$ cat src/rtl/alu_issue.sv
// In-order issue unit for the 4-stage ALU with RAW hazard bubbles.
// Optional HAZ_OPMASK_EN: compare only the source fields func reads.
module alu_issue #(
  parameter int DEPTH   = 16,
  parameter int HAZ_WIN = 2,
  localparam int AW = $clog2(DEPTH),
  localparam int DW = $clog2(HAZ_WIN + 1)
) (
  input  logic          clk,
  input  logic          rst_n,
  input  logic          ld_en,
  input  logic [AW-1:0] ld_addr,
  input  logic [23:0]   ld_data,
  input  logic [AW:0]   prog_len,
  input  logic          start,
  output logic          busy,
  output logic          done,
  output logic          issue_valid,
  output logic [3:0]    issue_func,
  output logic [3:0]    issue_rd,
  output logic [3:0]    issue_rs1,
  output logic [3:0]    issue_rs2,
  output logic [7:0]    issue_addr,
  output logic [15:0]   stall_cnt
);

  typedef enum logic [1:0] {
    S_IDLE, S_RUN, S_DRAIN, S_DONE
  } state_t;

  state_t          r_state;
  state_t          w_next;
  logic [23:0]     r_mem [DEPTH];
  logic [AW-1:0]   r_pc;
  logic [AW:0]     r_len;
  logic [DW-1:0]   r_drain;
  logic [HAZ_WIN-1:0] r_hv;
  logic [3:0]      r_hrd [HAZ_WIN];
  logic            r_busy;
  logic            r_done;
  logic            r_iv;
  logic [23:0]     r_iw;
  logic [15:0]     r_stall;

  logic [23:0]     w_word;
  logic [3:0]      w_func;
  logic [3:0]      w_rs1;
  logic [3:0]      w_rs2;
  logic            w_use1;
  logic            w_use2;
  logic            w_hazard;
  logic            w_fire;
  logic            w_last;
  logic            w_start;
  logic [AW:0]     w_len_in;
  logic            w_busy_nx;
  logic            w_done_nx;

  assign w_word   = r_mem[r_pc];
  assign w_func   = w_word[23:20];
  assign w_rs1    = w_word[15:12];
  assign w_rs2    = w_word[11:8];
  assign w_start  = start && (r_state == S_IDLE);
  assign w_len_in = (prog_len > (AW+1)'(DEPTH)) ?
                    (AW+1)'(DEPTH) : prog_len;
  assign w_last   = ({1'b0, r_pc} == (r_len - 1'b1));
  assign w_fire   = (r_state == S_RUN) && !w_hazard;

  always_comb begin
`ifdef HAZ_OPMASK_EN
    w_use1 = !(w_func == 4'd4 || w_func == 4'd9);
    w_use2 = !(w_func == 4'd3 || w_func == 4'd8 ||
               w_func == 4'd10 || w_func == 4'd11);
`else
    w_use1 = 1'b1;
    w_use2 = 1'b1;
`endif
  end

  // Entries are older issue slots only, so self-dependency never matches.
  always_comb begin
    w_hazard = 1'b0;
    for (int i = 0; i < HAZ_WIN; i++) begin
      if (r_hv[i] &&
          ((w_use1 && r_hrd[i] == w_rs1) ||
           (w_use2 && r_hrd[i] == w_rs2)))
        w_hazard = 1'b1;
    end
  end

  always_ff @(posedge clk) begin
    if (ld_en && !r_busy)
      r_mem[ld_addr] <= ld_data;
  end

  always_ff @(posedge clk or negedge rst_n) begin
    if (!rst_n) r_state <= S_IDLE;
    else        r_state <= w_next;
  end

  always_comb begin
    w_next = r_state;
    unique case (r_state)
      S_IDLE:
        if (w_start)
          w_next = (w_len_in == '0) ? S_DONE : S_RUN;
      S_RUN:
        if (w_fire && w_last) w_next = S_DRAIN;
      S_DRAIN:
        if (r_drain == DW'(HAZ_WIN - 1)) w_next = S_DONE;
      S_DONE:
        w_next = S_IDLE;
      default:
        w_next = S_IDLE;
    endcase
  end

  always_comb begin
    w_busy_nx = (w_next == S_RUN) || (w_next == S_DRAIN);
    w_done_nx = (w_next == S_DONE);
  end

  always_ff @(posedge clk or negedge rst_n) begin
    if (!rst_n) begin
      r_pc    <= '0;
      r_len   <= '0;
      r_drain <= '0;
      r_hv    <= '0;
      for (int i = 0; i < HAZ_WIN; i++)
        r_hrd[i] <= '0;
      r_busy  <= 1'b0;
      r_done  <= 1'b0;
      r_iv    <= 1'b0;
      r_iw    <= '0;
      r_stall <= '0;
    end else begin
      r_busy <= w_busy_nx;
      r_done <= w_done_nx;
      r_iv   <= w_fire;
      if (r_state == S_DRAIN) r_drain <= r_drain + 1'b1;
      else                    r_drain <= '0;
      if (w_start) begin
        r_len   <= w_len_in;
        r_pc    <= '0;
        r_stall <= '0;
        r_hv    <= '0;
      end
      if (r_state == S_RUN) begin
        for (int i = HAZ_WIN - 1; i > 0; i--) begin
          r_hv[i]  <= r_hv[i-1];
          r_hrd[i] <= r_hrd[i-1];
        end
        r_hv[0]  <= w_fire;
        r_hrd[0] <= w_word[19:16];
        if (w_fire) begin
          r_iw <= w_word;
          if (!w_last) r_pc <= r_pc + 1'b1;
        end else if (r_stall != 16'hFFFF) begin
          r_stall <= r_stall + 16'd1;
        end
      end
    end
  end

  assign busy        = r_busy;
  assign done        = r_done;
  assign issue_valid = r_iv;
  assign issue_func  = r_iw[23:20];
  assign issue_rd    = r_iw[19:16];
  assign issue_rs1   = r_iw[15:12];
  assign issue_rs2   = r_iw[11:8];
  assign issue_addr  = r_iw[7:0];
  assign stall_cnt   = r_stall;

endmodule

$ cat config.mk
export PLATFORM = sky130hd
export DESIGN_NAME = alu_issue
export DESIGN_NICKNAME = d
export VERILOG_FILES = /design/src/rtl/alu_issue.sv
export SDC_FILE = /design/constraint.sdc
export NUM_CORES = 1
export LEC_CHECK = 0
export ABC_AREA = 1
export BUFFER_PORTS_ARGS = -buffer_cell sky130_fd_sc_hd__buf_2
export CAP_MARGIN = 10
export CORE_ASPECT_RATIO = 0.75
export CORE_MARGIN = 2
export CORE_UTILIZATION = 40
export CTS_BUF_LIST = sky130_fd_sc_hd__clkbuf_8
export CTS_CLUSTER_SIZE = 10
export DETAILED_ROUTE_END_ITERATION = 10
export GPL_ROUTABILITY_DRIVEN = 1
export HOLD_SLACK_MARGIN = 0.1
export PLACE_DENSITY = 0.64
export SLEW_MARGIN = 5
export SYNTH_ARGS = -nofsm -noshare
export SYNTH_HDL_FRONTEND = slang
export SYNTH_SLANG_ARGS = --single-unit
$ cat constraint.sdc
create_clock -name clk -period 2.18 [get_ports clk]
set_input_delay 0.218 -clock clk [delete_from_list [all_inputs] [get_ports clk]]
set_output_delay 0.218 -clock clk [all_outputs]
set_load 0.02 [all_outputs]
# --- Word-level counts from Yosys, hierarchy flattened ---
# Memory sizes are Yosys's and may differ from the RTL's.
# Index checks and enable logic that the tools add are counted.
word_totals:
  ff_bits: 66
  ramBits: 384
  input_bits: 37
  out_inout_bits: 43
  word_cells: 67
  mem_count: 1
op_classes:
  n_addsub: 4
  n_lt_le_gt_ge: 1
  n_eq_ne: 13
  muxes: 21
  n_reduce_logical: 15
memory_table:
  columns: ["name", "words", "word_bits", "read_ports", "rd_clocked_by_memory_dff", "wr", "line", "text"]
  rows:
  - ["r_mem", 16, 24, 1, 0, 1, "33", "logic [23:0] r_mem [DEPTH];"]
ops:
  columns: ["cell", "count"]
  rows:
  - ["two-way mux 16 bit", 4]
  - ["adder 16 x 1 -> 16 bit, second input constant", 1]
  - ["== test 4 bit", 4]
  - ["two-way mux 4 bit", 4]
  - ["!= test 16 bit, second input constant", 1]
  - ["two-way mux 2 bit", 7]
  - ["== test 2 bit, second input constant", 4]
  - ["case mux 2 bit (4 select lines)", 1]
  - ["== test 2 x 1 -> 1 bit, second input constant", 3]
  - ["logical AND 1 bit", 6]
  - ["== test 4 x 5 -> 1 bit", 1]
  - ["> comparator 5 bit, second input constant", 1]
  - ["zero test 5 bit", 1]
  - ["two-way mux 5 bit", 1]
  - ["subtractor 5 x 1 -> 5 bit, second input constant", 1]
  - ["adder 4 x 1 -> 4 bit, second input constant", 1]
  - ["two-way mux 1 bit", 4]
  - ["logical OR 1 bit", 3]
  - ["adder 2 x 1 -> 2 bit, second input constant", 1]
  - ["zero test 1 bit", 2]
  - ["zero test 2 bit", 1]
  - ["AND reduction 2 bit", 1]
  - ["nonzero test 2 bit", 1]

# --- Logic depth before layout (Yosys ltp) ---
# Gate-level depths: netlist of run 1.
# An unclocked memory read counts as a cell.
logic_depth:
  word_depth: 13
  depth_mapped: 21
  ltp_nobuf: 18

# --- Worst setup path after synthesis of run 1 ---
# No wires, ideal clock.
synth_timing:
  path_kind: "reg-to-reg"
  startpoint: "register r_pc[2]"
  endpoint: "register r_busy, in the netlist busy"
  setup_time_ps: 126
  arrival_time_ps: 2271
  required_time_ps: 2054
  slack_ps: -217
  stages_incl_launch_ff: 21
  n_path_buf: 3
  period_less_slack_ps: 2397
  path_cell_list: "dfrtp_1 -> buf_4 -> inv_2 -> nor2_4 -> buf_4 -> nand3_1 -> nand2_1 -> nor2_1 -> nand2_1 -> nand2_1 -> nand2_1 -> nand2_1 -> nor2_1 -> nand2_1 -> nand2_1 -> nand2_1 -> nand2_1 -> buf_2 -> o21ai_0 -> nand2_1 -> ha_1"
synth_via:
  elab_chain_cells: 13
  word_cells_on_any_way: 20
  classes_between: "7 x eq/ne; 4 x mux; 8 x reduce/logical; 1 x memory"
synth_lines:
  columns: ["element", "line", "text"]
  rows:
  - ["start: declaration", "34", "logic [AW-1:0] r_pc;"]
  - ["start signal: assignment", "157", "if (!w_last) r_pc <= r_pc + 1'b1;"]
  - ["memory read (16 x 24 bit)", null, null]
  - ["== test 4 bit, on equally long branches", "85, 86", null]
  - ["logical OR 1 bit", "85", "((w_use1 && r_hrd[i] == w_rs1) ||"]
  - ["logical AND 1 bit", "84", "if (r_hv[i] &&"]
  - ["two-way mux 1 bit (2 in a row)", "84", null]
  - ["zero test 1 bit", "67", "assign w_fire = (r_state == S_RUN) && !w_hazard;"]
  - ["logical AND 1 bit", "67", null]
  - ["logical AND 1 bit *", "108", "if (w_fire && w_last) w_next = S_DRAIN;"]
  - ["two-way mux 2 bit *", "108", null]
  - ["case mux 2 bit (4 select lines) *", "103", "unique case (r_state)"]
  - ["net w_next[0]", "32", "state_t w_next;"]
  - ["== test 2 x 1 -> 1 bit / == test 2 bit (equally long branches)", "119", "w_busy_nx = (w_next == S_RUN) || (w_next == S_DRAIN);"]
  - ["logical OR 1 bit *", "119", null]
  - ["net w_busy_nx", "56", "logic w_busy_nx;"]
  - ["end signal: assignment", "137", "r_busy <= w_busy_nx;"]
  - ["end: declaration", "39", "logic r_busy;"]
# The timed path passes the listed nets; every way through them passes the cells marked *.
# A chain may end at the register's enable or synchronous reset.

# --- Final worst setup path of run 1 ---
layout_timing:
  startpoint: "register r_pc[0]"
  endpoint: "register r_iw[8]"
layout_via:
  elab_chain_cells: 9
  word_cells_on_any_way: 14
  classes_between: "4 x eq/ne; 2 x mux; 7 x reduce/logical; 1 x memory"
layout_lines:
  columns: ["element", "line", "text"]
  rows:
  - ["memory read (16 x 24 bit) *", null, null]
  - ["== test 4 bit, on equally long branches", "85, 86", null]
  - ["logical OR 1 bit", "85", null]
  - ["logical AND 1 bit", "84", null]
  - ["two-way mux 1 bit (2 in a row)", "84", null]
  - ["zero test 1 bit", "67", null]
  - ["logical AND 1 bit", "67", null]
  - ["AND reduction 2 bit (no line)", null, null]
  - ["end signal: assignment", "156", "r_iw <= w_word;"]
  - ["end: declaration", "42", "logic [23:0] r_iw;"]
# Every way passes the cells marked *; elsewhere a longest branch is shown, timed or not.

==> results.toml, run 1 <==
[run_status]
status = "complete, but fails checks"
violations = "negative setup slack"

[clock_tree]
clock-root-buffer = "clkbuf_8"
cts_inserted_buffers = 71
cts_tree = "yes"
clock_path_buffers = 3
clkSlewWorstSetupHoldPaths_ps = 60
cts_htree_levels = 3
cts_sinks = 450
clock_latency_ps = 630

[sta]
worstMarginPinSlew_ps = 557
finalCriticalPeriod_ps = 2530
slew_headroom_pct = 62.9
setup_slack_ps = -352
max_freq_mhz = 395
hold_violations = 0
finClkSkew_ps = 24.7
setup_violations = 53
maxSlewViolCount = 0
rsz0062_at_grt = "true"
post-route-period-util_pct = 116
fin_tns_setup_ps = -13660

[power_and_ir_drop]
power.total_uw = 30900
pwr_density_cell_nw_per_um2 = 1350
p_leak_uw = 0.00891
ir_worst_vdd_v = 0.000744

[place]
gp_congestion = 0.870
dp_hpwl_um = 29000
port_buffers = 79

[die]
die_w_um = 253
io-pin-count = 80
die_height_um = 190
start_util_pct = 40.4
num_rows = 68
dieArea_sq_um = 48100
core-area_sq_um = 45900

[synthesis]
syn_area_sq_um = 18500
synth.area.top_cells = "edfxtp_1 (62%), nand2_1 (9.4%), dfrtp_1 (8.9%)"
synth_cell_types = 37
yosysMostFrequentCell = "nand2_1"
async_flop_share_pct = 14.7
yosysSeqAreaShare_pct = 71.1
synth-edff-count = 384
yosysTopAreaCell = "edfxtp_1"
yosysWarningCount = 0
synth-seq-cells = 450
synth_ff_type = "edfxtp_1"
synthDominantCellAreaShare_pct = 62.2
syn_avg_cell_area_sq_um = 11.2
synth_common_cells = "nand2_1 (466), edfxtp_1 (384), nor2_1 (183)"
synth.net_count = 1700
syn-instance-count = 1658

[critical_path]
critPathLaunchType = "flop"
critical_path.cell_chain = "buf_12 -> buf_4 -> nand2_2 -> nand2_2 -> a21oi_2 -> nor2_1 -> nand2_2 -> nand2_4 -> buf_6 -> buf_4 -> buf_4 -> buf_4 -> buf_4 -> buf_4 -> buf_4 -> buf_4 -> nand2_1 -> nand2_1"
crit_buf_inv = 10
cp.depth = 18
critPathMaxFanout = 7
critPathCapture = "r_iw[8]"
worstPathRequired_ps = 2690
endpoint_kind = "flop"
critPathKind = "flop to flop"
crit_family = "buffers and inverters"
worstPathArrival_ps = 3040
critPathLaunch = "r_pc[0]"
r2r_end = "r_iw[8]"
critPathSlowestCell = "dfrtp_4"
rr_worst_depth = 18
crit_top_cell = "buf_4"
reg2reg_from = "r_pc[0]"
rrSetupSlack_ps = -350
max_stage_delay_ps = 560

[grt]
met2_usage_pct = 31.6
grt_pass1_wl_um = 76600
met3_usage_pct = 3.89
grt.met1_usage_pct = 31.6
grtUsageTotal_pct = 21.3
grt_pass1_vias = 12600
grt_max_degree = 85
gr-max-usage-layer = "met2"
grt_overflow_total = 0
grt_antenna_before_repair = 1

[drt]
vias = 13600
wl_um = 51800
drtPass1Iterations = 5
ant_nets = 0
route.detailed.wl_per_inst_um = 20.4
drtIter0Drc = 1574
drcViolationCount = 0
routed_via_density = 5.35

[worst_hold_path]
hold_class = "input port to async pin"

[finish]
nets = 1928
layout-drive-gt1-share_pct = 21.3
area_growth_pct = 23.9

[flow_run]
cap_violations = 0
cell type report:
| type | instances | area, sq um |
|---|---|---|
| clock buffers | 77 | 1060 |
| repair buffers | 242 | 2300 |
| multi-input cells | 1040 | 5110 |
| clock inverters | 52 | 263 |
| diodes | 1 | 2.50 |
| fillers | 3931 | 22900 |
| inverters | 81 | 319 |
| well taps | 595 | 744 |
| flip-flops and latches | 450 | 13200 |
through the flow:
stage / hold slack [ps] / worst slack, ps / cell area, sq um / utilization, % / std cells
2_1_floorplan: -77.6 / -73.6 / 18600 / - / 1658
3_3_place_gp: 216 / -270 / 20600 / 44.9 / 2349
3_5_place_dp: 226 / -348 / 20600 / 44.9 / 2349
4_1_cts: 107 / -306 / 22600 / 49.4 / 2529
5_1_grt: 152 / -532 / 23000 / 50.1 / 2537
6_report: 123 / -352 / 23000 / 50.1 / 2538
flip-flops by register name, indices dropped and copies added (netlist names):
register,cells
stall_cnt,16
r_len,5
r_pc,4
r_state,2
busy,1
issue_valid,1
done,1
r_hv,2
r_drain,2
r_iw,24
r_hrd,8
r_mem,384
how the worst min path moves through the flow:
stage | startpoint | endpoint | slack [ps] | cells after the start
final | rst_n | stall_cnt[0] | 120 | 2
after floorplan | rst_n | busy | -80 | 0
after detailed placement | rst_n | stall_cnt[0] | 230 | 1
after global placement | rst_n | stall_cnt[0] | 220 | 1
after global routing | rst_n | stall_cnt[0] | 150 | 2
after CTS | rst_n | stall_cnt[0] | 110 | 2
cell usage in the layout, fill, tap and decap left out, types with 57 or more instances in the layout:
| cell | n |
|---|---|
| nand2_1 | 399 |
| edfxtp_1 | 384 |
| nor2_1 | 155 |
| o21ai_0 | 114 |
| inv_1 | 94 |
| nand3_1 | 89 |
| buf_2 | 80 |
| clkbuf_8 | 77 |
| buf_4 | 72 |
| dfrtp_1 | 65 |
| nand2_2 | 57 |
kinds of logic (layout without fill, tap and decap cells):
group	Yosys count	in the layout	share of synthesized area, %
AO/OA/AOI/OAI	241	241	7.40
XOR/XNOR	9	9	0.425
adder cells (fa/ha/maj)	5	5	0.337
buffers and inverters	168	452	3.64
flip-flops	450	450	71.1
other	0	1	0
AND/OR/NAND/NOR	785	785	17.1
where the power goes:
group          total, uW  leakage [uW]  switching [uW]  internal, uW
Clock               6750      0.000744            3350          3410
Combinational      13700       0.00387            8400          5260
Sequential         10500       0.00429             473         10000
timing repair:
| item | 4_1_cts | 5_1_grt |
|---|---|---|
| pin swaps | 1 | 46 |
| cloned | 4 | 5 |
| gates resized for setup | 58 | 75 |
| endpoints found under the hold margin | 457 | 0 |
| setup endpoints to repair | 53 | 54 |
| buffers inserted | 12 | 5 |
| hold buffers | 35 | 0 |
worst register-to-register path, cell delays in order (launching register included):
cell     delay, ps
dfrtp_4        560
buf_12         180
buf_4          140
nand2_2         50
nand2_2         50
a21oi_2        100
nor2_1          60
nand2_2        160
nand2_4         80
buf_6          120
buf_4          110
buf_4          120
buf_4          120
buf_4          120
buf_4          120
buf_4          120
buf_4          120
nand2_1         50
nand2_1         40
per-layer routing:
| layer | up-vias | wire length, um |
|---|---|---|
| met2 | 616 | 22500 |
| met5 | - | 0 |
| met3 | 95 | 4560 |
| met4 | 0 | 1260 |
| met1 | 6632 | 23400 |
| li1 | 6246 | - |
Power figures use the tool's default switching activity.
==> run 2, diff against run 1 <==
--- a/config.mk
+++ b/config.mk
@@ -16,7 +16,7 @@
 export DETAILED_ROUTE_END_ITERATION = 10
 export GPL_ROUTABILITY_DRIVEN = 1
 export HOLD_SLACK_MARGIN = 0.1
-export PLACE_DENSITY = 0.64
+export PLACE_DENSITY = 0.62
 export SLEW_MARGIN = 5
 export SYNTH_ARGS = -nofsm -noshare
 export SYNTH_HDL_FRONTEND = slang
==> constraint.sdc (replaced) <==
create_clock -name clk -period 3.04 [get_ports clk]
set_input_delay 0.304 -clock clk [delete_from_list [all_inputs] [get_ports clk]]
set_output_delay 0.304 -clock clk [all_outputs]
set_load 0.02 [all_outputs]
==> results.toml, run 2 (synthesized netlist as in run 1, its figures left out) <==
[run_status]
status = "finished clean"

[critical_path]
crit_buf_inv = 2
max_stage_delay_ps = 500
reg2reg_from = "r_pc[2]"
rr_worst_depth = 18
critPathMaxFanout = 20
rrSetupSlack_ps = 240
r2r_end = "busy"
critical_path.cell_chain = "inv_2 -> nor2_4 -> buf_12 -> nand3_1 -> nand2_1 -> nor2_1 -> nand2_1 -> nand2_1 -> nand2_1 -> nand2_1 -> nor2_1 -> nand2_1 -> nand2_1 -> nand2_1 -> nand2_1 -> o21ai_1 -> nand2_1 -> ha_1"
crit_top_cell = "nand2_1"
worstPathArrival_ps = 3290
critPathSlowestCell = "dfrtp_2"
critPathLaunchType = "flop"
crit_family = "simple AND/OR/NAND/NOR gates"
critPathKind = "flop to flop"
worstPathRequired_ps = 3540
endpoint_kind = "flop"

[finish]
layout-drive-gt1-share_pct = 14.1
mostFrequentLayoutCells = "nand2_1 (465), edfxtp_1 (384), nor2_1 (166)"
finalInstanceArea_sq_um = 21800
regMostFlops = "r_mem"
layout_commonest_cell = "nand2_1"
regArea_sq_um = 13200
fin_util_pct = 47.5
largest_register_ffs = 384
nets = 1863
fillers = 4041
multiInputGateArea_sq_um = 4810
layoutNonFillerInstCount = 2471
area_growth_pct = 17.4

[die]
dieArea_sq_um = 48100
num_rows = 68
start_util_pct = 40.4
core-area_sq_um = 45900
die_height_um = 190
io-pin-count = 80
die_w_um = 253

[clock_tree]
cts_tree = "yes"
clock_path_buffers = 3
cts_htree_levels = 3
clock-root-buffer = "clkbuf_8"
clock_latency_ps = 640
cts_inserted_buffers = 72
clkSlewWorstSetupHoldPaths_ps = 60
cts_sinks = 450
cts_setup_buffers = 0

[place]
pre_cts_slack_ps = 164
gp_congestion = 0.879
dp.cells = 2308
port_buffers = 79
place_area_sq_um = 20100
dp_hpwl_um = 30600

[sta]
fin_tns_setup_ps = 0
maxSlewViolCount = 0
finalCriticalPeriod_ps = 2800
max_freq_mhz = 357
rsz0062_at_grt = "false"
setup_violations = 0
setup_slack_ps = 241
post-route-period-util_pct = 92.1
hold_violations = 0
worstMarginPinSlew_ps = 909
finClkSkew_ps = 32.2
slew_headroom_pct = 39.4

[grt]
grt_antenna_before_repair = 3
grtUsageTotal_pct = 21.3
grt_pass1_wl_um = 76400
grt_overflow_total = 0
grt_pass1_vias = 12400
grt_max_degree = 78

[worst_hold_path]
hold_path_depth = 5
whs_endpoint = "r_len[3]"
hold_start = "start"
hold_class = "input port to flop"

[drt]
wl_um = 51200
vias = 13100
routed_via_density = 5.32
drtPass1Iterations = 7
drcViolationCount = 0
ant_nets = 0
route.detailed.wl_per_inst_um = 20.7
drtIter0Drc = 1505

[power_and_ir_drop]
pwr_density_cell_nw_per_um2 = 906
ir_worst_vdd_v = 0.000533
p_leak_uw = 0.00838

[flow_run]
cap_violations = 0
-- run 2: cell types whose count changed in the layout (fill, tap and decap cells not counted), sizes merged --
| cell | previous run | this run |
|---|---|---|
| buf | 202 | 142 |
| bufinv | 1 | 0 |
| clkbuf | 82 | 79 |
| clkinv | 27 | 19 |
| clkinvlp | 2 | 4 |
| dlygate4sd3 | 35 | 33 |
| inv | 103 | 108 |
-- run 2: worst max path at each step --
stage	startpoint	endpoint	cells after the start
finish	r_pc[2]	busy	18
global route	r_pc[0]	stall_cnt[6]	16
CTS	r_pc[0]	r_iw[19]	18
detailed placement	r_pc[0]	r_iw[19]	18
global placement	r_pc[0]	r_iw[19]	18
floorplan	r_pc[2]	busy	20
-- run 2: layer usage --
| metal | track usage [%] | wire length (um) |
|---|---|---|
| met2 | 32.1 | 22500 |
| met1 | 30.8 | 23400 |
| met5 | 0 | 28 |
| met4 | 5.08 | 871 |
| met3 | 5.60 | 4390 |
-- run 2: worst min-delay path: stages --
cell and delay [ps]:
buf_2 100, nand2_1 60, buf_4 180, nand2_1 60, nand2_1 50
-- run 2: timing repair --
action / 4_1_cts / 5_1_grt
gates resized for setup: 0 / 10
endpoints found under the hold margin: 455 / 0
setup endpoints to repair: 0 / 46
hold buffers: 33 / 0
-- run 2: layout make-up --
class | instances | area share, %
flip-flops and latches | 450 | 60.6
multi-input cells | 1040 | 22.1
repair buffers | 176 | 6.47
clock buffers | 78 | 4.93
well taps | 595 | 3.42
inverters | 81 | 1.47
clock inverters | 50 | 1.05
diodes | 1 | 0.0115
-- run 2: power by group --
| group | leakage, uW | total (uW) | internal, uW | switching [uW] |
|---|---|---|---|---|
| combinational | 0.00335 | 7410 | 2210 | 5200 |
| clock | 0.000753 | 4770 | 2370 | 2400 |
| sequential | 0.00428 | 7560 | 7200 | 359 |
| total | 0.00838 | 19700 | 11800 | 7950 |
-- run 2: metrics by stage --
step	hold WS [ps]	power, uW
2_1_floorplan	8.41	12300
3_3_place_gp	421	14800
3_5_place_dp	427	14900
4_1_cts	133	19700
5_1_grt	146	21000
6_report	157	19700
==> run 3, diff against run 2 <==
--- a/config.mk
+++ b/config.mk
@@ -10,13 +10,13 @@
 export CAP_MARGIN = 10
 export CORE_ASPECT_RATIO = 0.75
 export CORE_MARGIN = 2
-export CORE_UTILIZATION = 40
+export CORE_UTILIZATION = 62
 export CTS_BUF_LIST = sky130_fd_sc_hd__clkbuf_8
 export CTS_CLUSTER_SIZE = 10
 export DETAILED_ROUTE_END_ITERATION = 10
 export GPL_ROUTABILITY_DRIVEN = 1
 export HOLD_SLACK_MARGIN = 0.1
-export PLACE_DENSITY = 0.62
+export PLACE_DENSITY = 0.86
 export SLEW_MARGIN = 5
 export SYNTH_ARGS = -nofsm -noshare
 export SYNTH_HDL_FRONTEND = slang
==> results.toml, run 3 (synthesized netlist as in run 1, its figures left out) <==
[flow_run]
cap_violations = 0

[critical_path]
r2r_end = "stall_cnt[9]"
worstPathRequired_ps = 3510
critPathKind = "flop to flop"
worstPathArrival_ps = 3370
endpoint_kind = "flop"
reg2reg_from = "r_pc[1]"
critPathLaunch = "r_pc[1]"
rrSetupSlack_ps = 140
critPathMaxFanout = 18
critPathLaunchType = "flop"
rr_worst_depth = 18

[sta]
maxSlewViolCount = 0
finClkSkew_ps = 35.3
finalCriticalPeriod_ps = 2900
setup_violations = 0
worstMarginPinSlew_ps = 896
post-route-period-util_pct = 95.4
holdWs_ps = 283
max_freq_mhz = 345
slew_headroom_pct = 40.3
rsz0062_at_grt = "true"
hold_violations = 0
fin_tns_setup_ps = 0

[run_status]
status = "finished clean"

[drt]
drtIter0Drc = 1955
routed_via_density = 6.13
route.detailed.wl_per_inst_um = 22.0
drtPass1Iterations = 5
vias = 13900
ant_nets = 0
wl_um = 49900
drcViolationCount = 0

[clock_tree]
cts_tree = "yes"
clock-root-buffer = "clkbuf_8"
clkSlewWorstSetupHoldPaths_ps = 60
cts_htree_levels = 3
clock_latency_ps = 620
cts_inserted_buffers = 69
clock_path_buffers = 3
cts_sinks = 450

[grt]
grt_overflow_total = 0
grtUsageTotal_pct = 31.8
grt_max_degree = 87
grt_antenna_before_repair = 1
grt_pass1_vias = 13200
grt_pass1_wl_um = 74400

[power_and_ir_drop]
seq_power_share_pct = 38.5
p_leak_uw = 0.00836
switching_share_pct = 40.0
pwr-share-clk_pct = 24.2
switchingPower_uw = 7870
combPwrFrac_pct = 37.4
power.total_uw = 19700
pwr_density_cell_nw_per_um2 = 922
p_int_uw = 11800
ir_worst_vdd_v = 0.000701

[finish]
layout_commonest_cell = "nand2_1"
layoutNonFillerInstCount = 2267
fillers = 1846
layout-drive-gt1-share_pct = 14.1
regMostFlops = "r_mem"
regArea_sq_um = 13200
multiInputGateArea_sq_um = 4730
largest_register_ffs = 384
nets = 1861
mostFrequentLayoutCells = "nand2_1 (466), edfxtp_1 (384), nor2_1 (166)"
area_growth_pct = 15.0
fin_util_pct = 72.9

[worst_hold_path]
hold_path_depth = 3
whs_endpoint = "r_mem[14][14]"
hold_class = "input port to flop"
hold_start = "ld_addr[1]"

[place]
dp.cells = 2102
dp_hpwl_um = 28400
port_buffers = 79
gp_congestion = 0.935

[die]
dieArea_sq_um = 31300
start_util_pct = 63.4
die_w_um = 204
num_rows = 54
core-area_sq_um = 29300
die_height_um = 154
io-pin-count = 80
==> run 3: cell count changes in the layout (fill, tap and decap cells not counted), moves of 2 or more <==
cell	before	now
nor2_2	1	17
nor2_4	17	1
buf_12	13	4
buf_4	50	58
clkinv_2	3	9
inv_1	103	100
clkbuf_8	78	76
clkinvlp_4	4	2
==> run 3: final cells by class <==
class | instances | area share, %
sequential | 450 | 61.9
multi-input combinational | 1040 | 22.2
timing repair buffer | 177 | 6.12
clock buffer | 76 | 4.91
tap | 392 | 2.30
inverter | 81 | 1.50
clock inverter | 50 | 1.14
antenna | 1 | 0.0117
==> run 3: what timing repair did <==
item                                   4_1_cts  5_1_grt
endpoints found under the hold margin      420        0
setup buffers                                0        4
hold buffers                                33        0
resized for setup                            0        8
setup endpoints to repair                    0       47
==> run 3: stage by stage <==
stage                     instance area (sq um)  worst slack [ps]
final                                     21300               139
after global routing                      21300             -56.2
after CTS                                 21200              17.3
after detailed placement                  19600              68.3
after global placement                    19600               190
after floorplan                           18500               643
==> run 3: power by group through the flow <==
stage	clock [uW]	combinational, uW	sequential [uW]
global route	5040	8000	7590
detailed placement	0	6920	7650
CTS	4770	7020	7530
global placement	0	6670	7640
floorplan	0	4460	7810
finish	4750	7350	7560
==> run 3: worst max path at each step <==
stage | to | slack, ps | cells after the start
3_5_place_dp | r_iw[19] | 70 | 18
5_1_grt | stall_cnt[9] | -60 | 18
3_3_place_gp | r_iw[19] | 190 | 17
2_1_floorplan | busy | 640 | 20
6_report | stall_cnt[9] | 140 | 18
4_1_cts | r_iw[19] | 20 | 18
==> run 3: routing by layer <==
| metal | global-route usage (%) | wire (um) |
|---|---|---|
| met1 | 45.9 | 18700 |
| met5 | 0 | 0 |
| met4 | 15.7 | 2150 |
| met2 | 46.3 | 22300 |
| met3 | 7.16 | 6770 |
==> run 3: critical path, cell delays in order, from the launching register on <==
cell and delay, ps:
dfrtp_2 530, nand2_2 120, inv_2 260, buf_4 240, nand2_1 70, nor2_1 100, nor2_1 70, nand2_1 110
nand2_1 110, nand2_1 80, nand2_1 80, nor2_1 120, nand2_1 70, nand2_1 60, nand2_1 80, nand2_1 180
nand2_2 250, nand2_1 150, o21ai_1 80
